[config.mk]
export PLATFORM = sky130hd
export DESIGN_NAME = clk_monitor
export DESIGN_NICKNAME = d
export VERILOG_FILES = /design/src/rtl/clk_mon_pkg.sv /design/src/rtl/clk_mon_edge_det.sv /design/src/rtl/clk_monitor.sv
export SDC_FILE = /design/constraint.sdc
export NUM_CORES = 1
export LEC_CHECK = 0
export ABC_AREA = 1
export CAP_MARGIN = 20
export CORE_ASPECT_RATIO = 0.8
export CORE_MARGIN = 2
export CORE_UTILIZATION = 35
export DETAILED_ROUTE_END_ITERATION = 10
export PLACE_DENSITY_LB_ADDON = 0.05
export SYNTH_ARGS = -nofsm -noshare
export SYNTH_HDL_FRONTEND = slang
export SYNTH_SLANG_ARGS = --single-unit
[constraint.sdc]
create_clock -name pclock -period 2.8 [get_ports pclock]
set_clock_uncertainty 0.2 [all_clocks]
set_input_delay 0.56 -clock pclock [delete_from_list [all_inputs] [get_ports pclock]]
set_output_delay 0.56 -clock pclock [all_outputs]
set_load 0.02 [all_outputs]
[src/rtl/clk_mon_pkg.sv]
// Shared definitions for the clock-activity monitor.
// Contents: monitor state encoding and default parameter values.
// Optional build macro used elsewhere: CLK_MON_GLITCH_FILTER_EN.
package clk_mon_pkg;

    typedef enum logic [1:0] {
        ST_IDLE    = 2'd0,
        ST_ACQUIRE = 2'd1,
        ST_LOCKED  = 2'd2,
        ST_LOST    = 2'd3
    } mon_state_t;

    localparam int DEF_CNT_W      = 16;
    localparam int DEF_MIN_PERIOD = 4;
    localparam int DEF_MAX_PERIOD = 64;
    localparam int DEF_TIMEOUT    = 128;
    localparam int DEF_LOCK_COUNT = 4;

endpackage

[src/rtl/clk_mon_edge_det.sv]
// Synchronizer and rising-edge detector for the monitored clock.
// Ports:
//   pclock     - sampling clock, rising edge
//   reset      - synchronous active-high reset
//   bclock     - asynchronous monitored clock level
//   edge_pulse - one-cycle pulse per detected rising edge of bclock
//                (named edge_pulse because "edge" is a reserved word)
// Build macro CLK_MON_GLITCH_FILTER_EN: when defined, an edge needs the
// synchronized level to read low, high, high on three consecutive cycles,
// which rejects single-cycle high glitches and adds one cycle of latency.
module clk_mon_edge_det
    import clk_mon_pkg::*;
(
    input  logic pclock,
    input  logic reset,
    input  logic bclock,
    output logic edge_pulse
);

    logic sync1;
    logic sync2;
    logic lvl_d;
`ifdef CLK_MON_GLITCH_FILTER_EN
    logic lvl_dd;
`endif

    always_ff @(posedge pclock) begin
        if (reset) begin
            sync1      <= 1'b0;
            sync2      <= 1'b0;
            lvl_d      <= 1'b0;
`ifdef CLK_MON_GLITCH_FILTER_EN
            lvl_dd     <= 1'b0;
`endif
            edge_pulse <= 1'b0;
        end else begin
            sync1 <= bclock;
            sync2 <= sync1;
            lvl_d <= sync2;
`ifdef CLK_MON_GLITCH_FILTER_EN
            lvl_dd     <= lvl_d;
            // oldest sample low, two newest high
            edge_pulse <= sync2 & lvl_d & ~lvl_dd;
`else
            edge_pulse <= sync2 & ~lvl_d;
`endif
        end
    end

endmodule

[src/rtl/clk_monitor.sv]
// Clock-activity monitor: measures the period of bclock in pclock cycles
// and reports whether it is present and in range.
// Ports:
//   pclock, reset  - clock and synchronous active-high reset
//   bclock         - monitored buffered clock (asynchronous)
//   enable         - monitor enable; low forces IDLE
//   clk_ok         - high in LOCKED
//   clk_lost       - high in LOST
//   period         - last measured period
//   period_valid   - one-cycle pulse when period updates
//   state          - IDLE=0, ACQUIRE=1, LOCKED=2, LOST=3
// Build macro CLK_MON_GLITCH_FILTER_EN selects the glitch-filtering edge
// detector; measured periods are the same in both builds.
module clk_monitor
    import clk_mon_pkg::*;
#(
    parameter int CNT_W      = DEF_CNT_W,
    parameter int MIN_PERIOD = DEF_MIN_PERIOD,
    parameter int MAX_PERIOD = DEF_MAX_PERIOD,
    parameter int TIMEOUT    = DEF_TIMEOUT,
    parameter int LOCK_COUNT = DEF_LOCK_COUNT
) (
    input  logic             pclock,
    input  logic             reset,
    input  logic             bclock,
    input  logic             enable,
    output logic             clk_ok,
    output logic             clk_lost,
    output logic [CNT_W-1:0] period,
    output logic             period_valid,
    output logic [1:0]       state
);

    localparam int GOOD_W = $clog2(LOCK_COUNT + 1);

    mon_state_t        st;
    logic [CNT_W-1:0]  cnt;
    logic [CNT_W-1:0]  cnt_inc;
    logic [GOOD_W-1:0] good;
    logic              armed;
    logic              edge_pulse;
    logic              measured;
    logic              in_range;
    logic              timeout;

    clk_mon_edge_det u_edge_det (
        .pclock     (pclock),
        .reset      (reset),
        .bclock     (bclock),
        .edge_pulse (edge_pulse)
    );

    // The first edge after entering ACQUIRE only arms; later edges measure.
    assign measured = edge_pulse & armed;
    assign in_range = (cnt >= CNT_W'(MIN_PERIOD)) && (cnt <= CNT_W'(MAX_PERIOD));
    // An edge in the timeout cycle wins and is evaluated as a period instead.
    assign timeout  = !edge_pulse && (cnt == CNT_W'(TIMEOUT));
    assign cnt_inc  = (&cnt) ? cnt : cnt + CNT_W'(1);

    always_ff @(posedge pclock) begin
        if (reset) begin
            st           <= ST_IDLE;
            cnt          <= '0;
            good         <= '0;
            armed        <= 1'b0;
            period       <= '0;
            period_valid <= 1'b0;
        end else begin
            period_valid <= 1'b0;
            if (!enable) begin
                st  <= ST_IDLE;
                cnt <= '0;
            end else if (st == ST_IDLE) begin
                st    <= ST_ACQUIRE;
                cnt   <= CNT_W'(1);
                good  <= '0;
                armed <= 1'b0;
            end else begin
                cnt <= (edge_pulse || (st == ST_LOST && timeout)) ? CNT_W'(1) : cnt_inc;
                if (edge_pulse)
                    armed <= 1'b1;
                if (measured) begin
                    period       <= cnt;
                    period_valid <= 1'b1;
                end
                case (st)
                    ST_ACQUIRE: begin
                        if (measured && in_range) begin
                            good <= good + GOOD_W'(1);
                            if (good == GOOD_W'(LOCK_COUNT - 1))
                                st <= ST_LOCKED;
                        end else if (measured || timeout) begin
                            st <= ST_LOST;
                        end
                    end
                    ST_LOCKED: begin
                        if ((measured && !in_range) || timeout)
                            st <= ST_LOST;
                    end
                    ST_LOST: begin
                        // armed stays set, so the recovering period counts as the first good one
                        if (measured && in_range) begin
                            st   <= ST_ACQUIRE;
                            good <= GOOD_W'(1);
                        end
                    end
                    default: ;
                endcase
            end
        end
    end

    assign state    = st;
    assign clk_ok   = (st == ST_LOCKED);
    assign clk_lost = (st == ST_LOST);

endmodule
==> metrics.md <==
| Metric | Value |
|---|---|
| Fin crit period | `between 2 and 2.5 ns` |
| Post-synth top area cell | `dfxtp_1` |
| Synth top area cells | `dfxtp_1, nor2_1, a21oi_1` |
| Measured slew at the worst slew-check pin | `around 0.46 ns` |
| Post-CTS Repair Setup Buffers | `0` |
| Critical Path RT | `between 2 and 2.5 ns` |
| Final Hold Fails | `0` |
| Leakage | `0.988 nW` |
| Max_slew headroom | `a little over two thirds` |
| Buffers on Ports | `24` |
| Drt via density | `4.63` |
| Syn nets | `299` |
| R2r startpoint | `state[0]` |
| Residual DRC | `0` |
| Yosys warnings | `0` |
| Post-CTS Hold Buffers | `0` |
| Most frequent cell after synthesis | `nor2_1` |
| Peak supply drop | `0.000193 V` |
| CP Capture Point | `clk_lost` |
| P&R area growth vs syn | `19.9%` |
| Die Wd | `between 90 and 100 um` |
| Routed via count | `1813` |
| Asr flop ratio synth | `0%` |
| Clk root buf | `clkbuf_8` |
| Reg2Reg Setup Slack | `0.61 ns` |
| PwrDens | `436 nW/um^2` |
| Reg2Reg Depth | `8` |
| Antenna cell count | `0` |
| Cts bufs inserted | `5` |
| Kind of critical path | `reg2out` |
| Crit end category | `output pin` |
| # setup viols final | `0` |
| Synth Flop Type | `dfxtp_1` |
| Max Fanout on Critical Path | `6` |
| Longest Clk Path Bufs | `2` |
| H-tree level count | `2` |
| Post-Route WL | `4.74 mm` |
| Global route overflow | `0` |
| Total iterations of the first detailed-routing run | `4` |
| Syn_area_per_cell | `7.30 um^2` |
| RSZ-0062 raised after global routing | `false` |
| Crit start category | `register` |
| Cell Area, Placed | `around 2400 um^2` |
| Post-Syn Area | `2080 um^2` |
| DR WL/cell | `around 12 um` |
| DP Cell Count | `385` |
| EDFF count, synth | `0` |
| Tot Pwr | `between 1 and 1.5 mW` |
| Hold slack final | `0.190 ns` |
| Status | `finished clean` |
| Final setup TNS | `0 ns` |
| Yosys top cell area share | `just over 40%` |
| All-Layer GR Usage | `15.4%` |
| Pin count of the biggest net entering global routing | `22` |
| DRT antenna net count | `0` |
| Initial Utilization | `~36%` |
| Row count | `25` |
| Post-CTS sizing | `0` |
| Nets@finish | `325` |
| I/O pins | `25` |
| R2r endpoint | `period[3]` |
| Die area | `between 6000 and 7000 um^2` |
| Fin area | `2490 um^2` |
| Slew Limit Fails | `0` |
| Clock transition at the registers of the reported paths | `about 0.08 ns` |
| Setup crit start | `state[0]` |
| Initial antenna violation count | `0` |
| First-pass GRT wire length | `~8 mm` |
| Synth cell count leaders | `nor2_1, dfxtp_1, inv_1` |
| Hpwl dp | `3.60 mm` |
| Worst skew pair latency | `0.29 ns` |
| Clk sinks | `43` |
| Type of the most critical hold path | `reg2reg` |
| Die Y | `between 70 and 80 um` |
| Layout cells sized above 1 | `roughly 8.0%` |
| CORE AREA | `5820 um^2` |
| Vias in the first global route | `1594` |
| Initial DRC count | `78` |
| Max frequency | `403 MHz` |
| Post-synthesis sequential area ratio | `41.4%` |
| Arrival time at the worst endpoint | `1.72 ns` |
| Final Cycle Share | `88.7%` |
| Post-synthesis cell count | `285` |
| Max Cap Viol | `0` |
| Final std cells w/o fill | `approximately 390` |
| GPL Wtd Cong | `0.772` |
| Synth Register Bits | `43` |
| Post-synth cell types | `26` |
| CTS tree | `done` |
[critical path: stages (launching register included)]
cell             delay [ns]
dfxtp_1                0.45
ha_1                   0.33
clkdlybuf4s50_1        0.65
[worst min path at each step]
| stage | startpoint | to | slack (ns) | depth (start not counted) |
|---|---|---|---|---|
| 2_1_floorplan | u_edge_det.lvl_d | u_edge_det.edge_pulse | 0.17 | 1 |
| 3_3_place_gp | u_edge_det.lvl_d | u_edge_det.edge_pulse | 0.18 | 1 |
| 3_5_place_dp | u_edge_det.lvl_d | u_edge_det.edge_pulse | 0.18 | 1 |
| 4_1_cts | u_edge_det.lvl_d | u_edge_det.edge_pulse | 0.19 | 1 |
| 5_1_grt | u_edge_det.lvl_d | u_edge_det.edge_pulse | 0.21 | 1 |
| 6_report | u_edge_det.lvl_d | u_edge_det.edge_pulse | 0.19 | 1 |
[cell usage in the layout (no fill, tap or decap)]
master           instances
nor2_1                  51
dfxtp_1                 43
inv_1                   35
nand2_1                 32
a21oi_1                 29
clkdlybuf4s50_1         24
o21ai_0                 20
nand3_1                 13
ha_1                    10
nor3_1                   7
nand4_1                  6
xor2_1                   6
clkbuf_8                 6
nand2_2                  5
inv_2                    4
nor3_2                   3
o21ai_1                  2
a211oi_1                 2
o21a_1                   2
nor3b_1                  2
buf_4                    2
nor2_4                   1
nand2_4                  1
nor2_2                   1
nor3b_2                  1
nor4_1                   1
a31oi_1                  1
clkinv_2                 1
[registers in the layout, summed over array words and instances, names as in the netlist]
| register | cells |
|---|---|
| armed | 1 |
| cnt | 16 |
| good | 3 |
| period | 16 |
| period_valid | 1 |
| state | 2 |
| u_edge_det.edge_pulse | 1 |
| u_edge_det.lvl_d | 1 |
| u_edge_det.sync1 | 1 |
| u_edge_det.sync2 | 1 |
[report_power, final]
group / total (mW) / internal (mW) / switching (mW)
clock network: 0.402 / 0.194 / 0.208
logic: 0.0620 / 0.0225 / 0.0395
registers: 0.623 / 0.618 / 0.00526
total: 1.09 / 0.834 / 0.253
[per-stage QoR]
stage,utilization (%),setup slack [ns]
after global routing,42.9,0.224
final,42.9,0.317
after detailed placement,41.4,0.481
after floorplan,-,0.908
after CTS,42.9,0.310
after global placement,41.4,0.512
[cells by family after synthesis]
kind of cell             after synthesis  synth area share, %
XOR/XNOR                               6                 2.53
AND/OR/NAND/NOR                      124                 27.6
flip-flops                            43                 41.4
AO/OA/AOI/OAI                         56                 14.0
adder cells (fa/ha/maj)               10                 6.02
buffers and inverters                 46                 8.48
[cell type report]
cell class,instances,area (um^2)
fillers,623,3320
multi-input cells,196,1040
flip-flops and latches,43,861
repair buffers,26,255
inverters,39,146
well taps,81,101
clock buffers,6,82.6
clock inverters,1,5.00
[routing by layer]
layer / part of all wire [%] / global-route usage, %
met3: 4.7 / 3.41
met1: 58 / 24.8
met4: 1.1 / 5.81
met2: 36 / 19.1
met5: 0 / 0
Note: power is estimated with default switching activity, not from simulation.
